**config.mk**
```make
export PLATFORM = sky130hd
export DESIGN_NAME = dsp_opcode_seq
export DESIGN_NICKNAME = d
export VERILOG_FILES = /design/src/rtl/dsp_pkg.sv /design/src/rtl/dsp_term_cnt.sv /design/src/rtl/dsp_opcode_seq.sv
export SDC_FILE = /design/constraint.sdc
export NUM_CORES = 1
export LEC_CHECK = 0
export ABC_AREA = 1
export ABC_CLOCK_PERIOD_IN_PS = 4900
export CAP_MARGIN = 20
export CORE_ASPECT_RATIO = 0.9
export CORE_MARGIN = 1
export CORE_UTILIZATION = 50
export CTS_BUF_LIST = sky130_fd_sc_hd__clkbuf_4 sky130_fd_sc_hd__clkbuf_8
export DETAILED_ROUTE_END_ITERATION = 7
export PLACE_DENSITY = 0.76
export SYNTH_ARGS = -nofsm -noshare
export SYNTH_HDL_FRONTEND = slang
export SYNTH_SLANG_ARGS = --single-unit
```
**constraint.sdc**
```tcl
create_clock -name CLK -period 4.9 [get_ports CLK]
set_clock_uncertainty 0.1 [all_clocks]
set_input_delay 0.735 -clock CLK [delete_from_list [all_inputs] [get_ports CLK]]
set_output_delay 0.735 -clock CLK [all_outputs]
set_load 0.02 [all_outputs]
```
**src/rtl/dsp_pkg.sv**
```systemverilog
// ----------------------------------------------------------------------------
// dsp_pkg
// Shared definitions for the DSP opcode sequencer:
//   xsel_e  - X-mux select encoding (OPCODE_01)
//   zsel_e  - Z-mux select encoding (OPCODE_23)
//   op_e    - command opcode encoding (cmd_op)
//   state_e - sequencer FSM states
//   issue_zsel() - Z-mux select for one issued term of a command
// ----------------------------------------------------------------------------
package dsp_pkg;

    typedef enum logic [1:0] {
        XSEL_ZERO  = 2'd0,
        XSEL_PROD  = 2'd1,
        XSEL_PCOUT = 2'd2,
        XSEL_DAB   = 2'd3
    } xsel_e;

    typedef enum logic [1:0] {
        ZSEL_ZERO  = 2'd0,
        ZSEL_PCIN  = 2'd1,
        ZSEL_PCOUT = 2'd2,
        ZSEL_C     = 2'd3
    } zsel_e;

    typedef enum logic [1:0] {
        OP_MAC   = 2'd0,
        OP_MUL   = 2'd1,
        OP_CASC  = 2'd2,
        OP_CLEAR = 2'd3
    } op_e;

    typedef enum logic [1:0] {
        ST_IDLE  = 2'd0,
        ST_PRIME = 2'd1,
        ST_ISSUE = 2'd2,
        ST_DRAIN = 2'd3
    } state_e;

    // First term seeds the accumulator (zero, C or PCIN); later terms
    // accumulate onto PCOUT. MUL never accumulates.
    function automatic zsel_e issue_zsel(input op_e op, input logic first,
                                         input logic use_c);
        zsel_e z;
        z = ZSEL_ZERO;
        case (op)
            OP_MAC: begin
                if (!first)     z = ZSEL_PCOUT;
                else if (use_c) z = ZSEL_C;
                else            z = ZSEL_ZERO;
            end
            OP_CASC: begin
                if (first) z = ZSEL_PCIN;
                else       z = ZSEL_PCOUT;
            end
            default: z = ZSEL_ZERO;
        endcase
        return z;
    endfunction

endpackage

```
**src/rtl/dsp_term_cnt.sv**
```systemverilog
// ----------------------------------------------------------------------------
// dsp_term_cnt
// Term counter for the opcode sequencer.
//   clk_i   - clock
//   rst_n_i - asynchronous active-low reset (count -> 0)
//   load_i  - clear count to 0 (has priority over en_i)
//   en_i    - increment count
//   last_i  - index of the final term (N-1)
//   cnt_o   - current term index
//   tc_o    - terminal count: cnt_o == last_i
// ----------------------------------------------------------------------------
module dsp_term_cnt #(
    parameter int unsigned LEN_W = 8
) (
    input  logic             clk_i,
    input  logic             rst_n_i,
    input  logic             load_i,
    input  logic             en_i,
    input  logic [LEN_W-1:0] last_i,
    output logic [LEN_W-1:0] cnt_o,
    output logic             tc_o
);

    logic [LEN_W-1:0] cnt_q;

    always_ff @(posedge clk_i or negedge rst_n_i) begin
        if (!rst_n_i) begin
            cnt_q <= '0;
        end else if (load_i) begin
            cnt_q <= '0;
        end else if (en_i) begin
            cnt_q <= cnt_q + LEN_W'(1);
        end
    end

    assign cnt_o = cnt_q;
    assign tc_o  = (cnt_q == last_i);

endmodule

```
**src/rtl/dsp_opcode_seq.sv**
```systemverilog
// ----------------------------------------------------------------------------
// dsp_opcode_seq
// Sequences DSP-slice X/Z mux opcodes and multiplier enable for MAC, MUL,
// CASC and CLEAR commands of N terms.
//   CLK, RST_N          - clock, asynchronous active-low reset
//   abort               - (only with `OPSEQ_ABORT_EN) cancel current command
//   cmd_valid/cmd_ready - command handshake; ready only in IDLE
//   cmd_op/cmd_len      - opcode and term count N
//   cmd_use_c           - MAC: seed accumulator from C
//   OPCODE_01/OPCODE_23 - X / Z mux selects
//   CE_M                - multiplier clock enable
//   busy                - sequencer not idle
//   p_valid, done       - P holds a result / command complete pulse
//   term_cnt            - index of the term being issued
// Build option: define OPSEQ_ABORT_EN to add the abort input.
// ----------------------------------------------------------------------------
module dsp_opcode_seq
    import dsp_pkg::*;
#(
    parameter int unsigned MUL_LAT = 1,
    parameter int unsigned LEN_W   = 8
) (
    input  logic             CLK,
    input  logic             RST_N,
`ifdef OPSEQ_ABORT_EN
    input  logic             abort,
`endif
    input  logic             cmd_valid,
    output logic             cmd_ready,
    input  logic [1:0]       cmd_op,
    input  logic [LEN_W-1:0] cmd_len,
    input  logic             cmd_use_c,
    output logic [1:0]       OPCODE_01,
    output logic [1:0]       OPCODE_23,
    output logic             CE_M,
    output logic             busy,
    output logic             p_valid,
    output logic             done,
    output logic [LEN_W-1:0] term_cnt
);

    state_e           state_q;
    op_e              op_q;
    logic [LEN_W-1:0] len_q;
    logic             use_c_q;
    logic [1:0]       prime_q;
    xsel_e            x_q;
    zsel_e            z_q;
    logic             ce_q;
    logic             pv_q;
    logic             done_q;

    logic             accept;
    logic             kill;
    logic             cnt_en;
    logic             cnt_tc;

    assign cmd_ready = (state_q == ST_IDLE);
    assign busy      = !cmd_ready;
    assign accept    = cmd_valid && cmd_ready;

`ifdef OPSEQ_ABORT_EN
    assign kill = abort && (state_q != ST_IDLE);
`else
    assign kill = 1'b0;
`endif

    // Counter clears on accept so PRIME shows 0; it stops on the last term
    // so term_cnt holds N-1 through DRAIN and IDLE.
    assign cnt_en = (state_q == ST_ISSUE) && !cnt_tc && !kill;

    dsp_term_cnt #(
        .LEN_W (LEN_W)
    ) u_term_cnt (
        .clk_i   (CLK),
        .rst_n_i (RST_N),
        .load_i  (accept),
        .en_i    (cnt_en),
        .last_i  (len_q - LEN_W'(1)),
        .cnt_o   (term_cnt),
        .tc_o    (cnt_tc)
    );

    // Outputs are registered for the state being entered; abort gates them
    // combinationally so the cancelled cycle is already quiet.
    always_ff @(posedge CLK or negedge RST_N) begin
        if (!RST_N) begin
            state_q <= ST_IDLE;
            op_q    <= OP_MAC;
            len_q   <= '0;
            use_c_q <= 1'b0;
            prime_q <= '0;
            x_q     <= XSEL_ZERO;
            z_q     <= ZSEL_ZERO;
            ce_q    <= 1'b0;
            pv_q    <= 1'b0;
            done_q  <= 1'b0;
        end else begin
            x_q    <= XSEL_ZERO;
            z_q    <= ZSEL_ZERO;
            ce_q   <= 1'b0;
            pv_q   <= 1'b0;
            done_q <= 1'b0;
            if (kill) begin
                state_q <= ST_IDLE;
            end else begin
                case (state_q)
                    ST_IDLE: begin
                        if (accept) begin
                            op_q    <= op_e'(cmd_op);
                            len_q   <= cmd_len;
                            use_c_q <= cmd_use_c;
                            prime_q <= '0;
                            if (op_e'(cmd_op) == OP_CLEAR || cmd_len == '0) begin
                                state_q <= ST_DRAIN;
                                pv_q    <= 1'b1;
                                done_q  <= 1'b1;
                            end else begin
                                state_q <= ST_PRIME;
                                ce_q    <= 1'b1;
                            end
                        end
                    end
                    ST_PRIME: begin
                        ce_q <= 1'b1;
                        if (prime_q == 2'(MUL_LAT - 1)) begin
                            state_q <= ST_ISSUE;
                            x_q     <= XSEL_PROD;
                            z_q     <= issue_zsel(op_q, 1'b1, use_c_q);
                        end else begin
                            prime_q <= prime_q + 2'd1;
                        end
                    end
                    ST_ISSUE: begin
                        if (cnt_tc) begin
                            state_q <= ST_DRAIN;
                            pv_q    <= 1'b1;
                            done_q  <= 1'b1;
                        end else begin
                            ce_q <= 1'b1;
                            x_q  <= XSEL_PROD;
                            z_q  <= issue_zsel(op_q, 1'b0, use_c_q);
                            pv_q <= (op_q == OP_MUL);
                        end
                    end
                    ST_DRAIN: state_q <= ST_IDLE;
                    default:  state_q <= ST_IDLE;
                endcase
            end
        end
    end

    assign OPCODE_01 = kill ? 2'b00 : x_q;
    assign OPCODE_23 = kill ? 2'b00 : z_q;
    assign CE_M      = ce_q && !kill;
    assign p_valid   = pv_q && !kill;
    assign done      = done_q && !kill;

endmodule

```
# [Word level (Yosys, flattened, before mapping)]
# Index checks and enable logic that the tools add are counted.
[op_classes] n_mux=29 add_sub_neg=3 n_eq_ne=11 reduce_logical=15
[ops] op="$mux 2" count=10
[ops] op="$mux 8" count=2
[ops] op="$pmux 2 s2" count=3
[ops] op="$mux 1" count=9
[ops] op="$add 8x1->8 const B" count=1
[ops] op="$eq 2x2->1 const B" count=4
[ops] op="$eq 8x8->1" count=1
[ops] op="$logic_not 8->1" count=1
[ops] op="$pmux 2 s4" count=1
[ops] op="$sub 8x1->8 const B" count=1
[ops] op="$logic_not 2->1" count=3
[ops] op="$ne 2x2->1 const B" count=3
[ops] op="$pmux 1 s2" count=3
[ops] op="$reduce_and 3->1" count=2
[ops] op="$eq 2x1->1 const B" count=2
[ops] op="$reduce_bool 2->1" count=2
[ops] op="$pmux 1 s3" count=1
[ops] op="$add 2x1->2 const B" count=1
[ops] op="$logic_and 1x1->1" count=2
[ops] op="$logic_not 1->1" count=2
[ops] op="$ne 2x1->1 const B" count=1
[ops] op="$reduce_and 2->1" count=1
[ops] op="$reduce_or 2->1" count=1
[ops] op="$logic_or 1x1->1" count=1
[word_totals] out_inout_bits=17 ff_bits=30 input_bits=14 elab_cells=69

# [Logic depth before layout (Yosys ltp)]
[depth] ltp_word=6 depth_mapped=14 ltp_nobuf=14

# [Hierarchy]
# A second synthesis with hierarchy kept.
[unflattened] cells_unflattened=207 area_unflattened_um2=1680.4
[modules_own_cells] module="dsp_opcode_seq" cells_each=134 seq_area_each_um2=525.5 instances=1 area_each_um2=1126.1
[modules_own_cells] module="dsp_term_cnt" cells_each=73 seq_area_each_um2=200.2 instances=1 area_each_um2=554.3

# [Worst setup path before layout]
# Ideal clock, no wire load.
[synth_path] path_kind="register to output" startpoint="register state_q[0]" endpoint="output busy" path_slack_ns=3.058 path_stages_with_launch=4 required_ns=4.065 arrival_ns=1.007 path_cell_list="dfrtp_1 inv_1 ha_1 inv_1"
[synth_between] elab_chain_cells=2
[synth_rtl] item="start: declaration" line="dsp_opcode_seq.sv:42" text="state_e state_q;"
[synth_rtl] item="start signal: assignment" line="dsp_opcode_seq.sv:88" text="state_q <= ST_IDLE;"
[synth_rtl] item="start signal: assignment" line="dsp_opcode_seq.sv:105" text="state_q <= ST_IDLE;"
[synth_rtl] item="start signal: assignment" line="dsp_opcode_seq.sv:115" text="state_q <= ST_DRAIN;"
[synth_rtl] item="$logic_not 2->1" line="dsp_opcode_seq.sv:58" text="assign cmd_ready = (state_q == ST_IDLE);"
[synth_rtl] item="via cmd_ready" line="dsp_opcode_seq.sv:29" text="output logic cmd_ready,"
[synth_rtl] item="$logic_not 1->1" line="dsp_opcode_seq.sv:59" text="assign busy = !cmd_ready;"
[synth_rtl] item="end: declaration" line="dsp_opcode_seq.sv:36" text="output logic busy,"
# The timed path passes the listed nets, and every way through them passes these cells.

# [Final worst setup path]
[layout_path] startpoint="register state_q[0]" endpoint="output busy"
[layout_between] elab_chain_cells=2
[layout_rtl] item="$logic_not 2->1" line="dsp_opcode_seq.sv:58"
[layout_rtl] item="$logic_not 1->1" line="dsp_opcode_seq.sv:59"
# Every way passes these cells.

==> metrics <==
CTS Buffer Depth 2; post-synthesis cell type count 25; die area between 3000 and 4000 sq um; drt pass-1 iters 4; Mapped Area between 1500 and 2000 sq um; final hold vios 0; global-route wire length before repair 6260 um; Sink Count 29; Synth Area in XOR/XNOR under 10%; GP Congestion roughly 0.84; io pins 31; CP startpoint state_q[0]$_DFFE_PN0P_; Leak 0.00114 uW; critical path peak fanout 7; Synth Area in Simple Gates between 30% and 40%; Worst Setup Path Type flip-flop to output pin; Post-synth top cells nand2_1, inv_1, dfrtp_1, nand3_1, o21ai_0; count of non-filler cells in the finished layout 310; vias in the first global route about 1400; Syn Nets 258; Iteration-0 DRC Markers 85; prevailing post-synth register cell dfrtp_1; mux cell area share after synthesis less than 1%; Yosys reg bits 29; GRT overflow 0; maxcap violations 0; largest cells by area after synthesis dfrtp_1, nand2_1, inv_1, nand3_1, ha_1; Vias 1552; final max-slew violation count 0; post-layout util 64.8%; placed cells 302; worst vdd ir between 0.0002 and 0.0003 V; Final HPWL DP 2600 um; largest net degree at the start of global routing 40; Core ar. 3380 sq um; Worst path top cell family by delay buffers and inverters; Final ANT Viol Nets 0; worst path bufs/invs 3; maximum clock frequency 380 MHz; CP Cell Sequence inv_1 -> ha_1 -> inv_1 -> clkdlybuf4s50_1; drt via density 5.01; Setup WS post-layout 2.27 ns; ys async rst share 100%; dominant cell type by area after synthesis dfrtp_1; top-count cell post-synth nand2_1; critical path capture point type output pin; Worst Path Arrival 1.80 ns; worst slack, placed around 2.3 ns; Root Buffer Master clkbuf_8; RSZ-0062 raised after global routing false; Post-CTS Setup Bufs 0; number of synthesized flops with an enable pin 0; chip width 64.7 um; Compound-Gate Fraction of Synth Area 7.37%; initial antenna violation count 0; cts bufs inserted 5; Startpoint Class flip-flop; Fin Setup TNS 0 ns; share of the synthesized area in the top cell type 41.1%; DRC Markers 0; Chip Height 58.4 um; Final setup viols 0; fin crit period ~2.6 ns; Seq/Total Area, Yosys 41.1%; slowest cell on the critical path clkdlybuf4s50_1; Mapped Cells 237; min-delay worst type flip-flop to flip-flop; status finished clean; CTS tree yes; main combinational cell family by area after synthesis simple AND/OR/NAND/NOR gates; Post-CTS Hold Fix Bufs 0; Synth Area in Adders 4.96%; detail-routed net length per standard cell 12.0 um; final WL 3730 um; yosys warns 0; post-CTS sizing 0; CTS H-tree depth 2; Row Count 20; CP max stage delay just over 0.6 ns; critical path endpoint busy; PD cells 549 nW/um^2; Synth Area per Inst around 7.5 sq um; reg2reg start len_q[0]$_DFFE_PN0P_; Initial Util 52.3%; Register-to-Register Path Depth 14; clock slew at reported path FFs 0.06 ns; IO buf count 29; All-Layer GR Usage 21.8%; Worst R2R Setup Slack 2.78 ns; Post-layout nets around 290; critical path data required time between 4 and 5 ns; Antenna Cells 0; most frequent CP cell inv_1; Worst R2R End state_q[1]$_DFFE_PN0P_; clk_lat worst skew 0.28 ns; critical path depth 4; Area Growth Syn to Fin 23.9%; crit share post-route 53.7%; share of layout cells above drive strength 1 7.89%
## cell families (layout without fill, tap and decap cells)
| kind of cell | count (synthesis) | after routing |
|---|---|---|
| and+or+nand+nor | 118 | 118 |
| buffers and inverters | 48 | 77 |
| DFF | 29 | 29 |
| AOI/OAI and AO/OA | 25 | 25 |
| xor gates and xnor gates | 8 | 8 |
| adders and majority gates | 7 | 7 |
| other | 1 | 1 |
| muxes | 1 | 1 |
## layout make-up
class,instances,area (sq um)
multi-input combinational,160,846
clock buffer,7,90.1
fill,297,1190
inverter,39,146
sequential,29,726
tap,44,55.1
timing repair buffer,31,325
## sequential cells by signal, summed over array words and instances (netlist names)
register / flops
CE_M: 1
OPCODE_01: 1
OPCODE_23: 2
done: 1
len_q: 8
op_q: 2
p_valid: 1
prime_q: 2
state_q: 2
u_term_cnt.cnt_o: 8
use_c_q: 1
## metrics by stage
step	cell area (sq um)	hold slack (ns)	power, uW
global placement	2070	0.396	956
global route	2190	0.428	1310
finish	2190	0.411	1200
detailed placement	2070	0.397	971
floorplan	1770	0.339	813
CTS	2160	0.412	1180
## report_power, final
part           leakage, uW  internal (uW)  switching [uW]  total (uW)
Combinational     0.000718            245             354         599
Sequential        0.000379            318            80.5         398
Clock            0.0000477            117            88.2         205
Total              0.00114            680             523        1200
## worst min-delay path by stage
stage / startpoint / end / slack [ns] / cells past startpoint
after floorplan: RST_N / CE_M$_DFF_PN0_ / 0.34 / 0
after CTS: len_q[7]$_DFFE_PN0P_ / len_q[7]$_DFFE_PN0P_ / 0.41 / 2
final: len_q[7]$_DFFE_PN0P_ / len_q[7]$_DFFE_PN0P_ / 0.41 / 2
after global placement: op_q[0]$_DFFE_PN0P_ / op_q[0]$_DFFE_PN0P_ / 0.40 / 2
after global routing: len_q[7]$_DFFE_PN0P_ / len_q[7]$_DFFE_PN0P_ / 0.43 / 2
after detailed placement: len_q[7]$_DFFE_PN0P_ / len_q[7]$_DFFE_PN0P_ / 0.40 / 2
## worst reg2reg max path: stages (launching register included)
cell,delay [ns]
dfrtp_1,0.39
inv_1,0.13
ha_1,0.26
inv_1,0.06
nand2_1,0.04
nand2_1,0.06
nand2_1,0.05
nor2_1,0.11
nand3_1,0.09
nor2_2,0.19
nand2_4,0.13
nand2_4,0.17
nand2_1,0.10
nand2_1,0.09
nand2_1,0.05
## cell usage in the layout (no fill, tap or decap)
cell type,instances
clkbuf_8,6
o22ai_1,1
mux2_2,1
clkbuf_4,1
nor2_2,3
a31o_2,1
clkdlybuf4s50_1,29
buf_4,1
ha_1,7
nand4_1,11
nand2_4,2
nand2_1,59
nand3_1,25
nor2_1,12
dfrtp_1,29
or2_0,1
a21oi_1,5
or2_2,4
buf_16,1
o21ai_1,1
inv_1,39
xnor2_1,4
o21ai_0,17
xor2_1,4
nand3_2,1
conb_1,1
## metal layers
layer / global-route usage (%) / vias to the layer above / wire length [um]
li1: - / 810 / -
met1: 28.2 / 705 / 1720
met2: 36.4 / 31 / 1790
met3: 5.23 / 6 / 185
met4: 6.98 / 0 / 39
met5: 0 / - / 0
No activity file was read; power rests on OpenSTA's default activity.
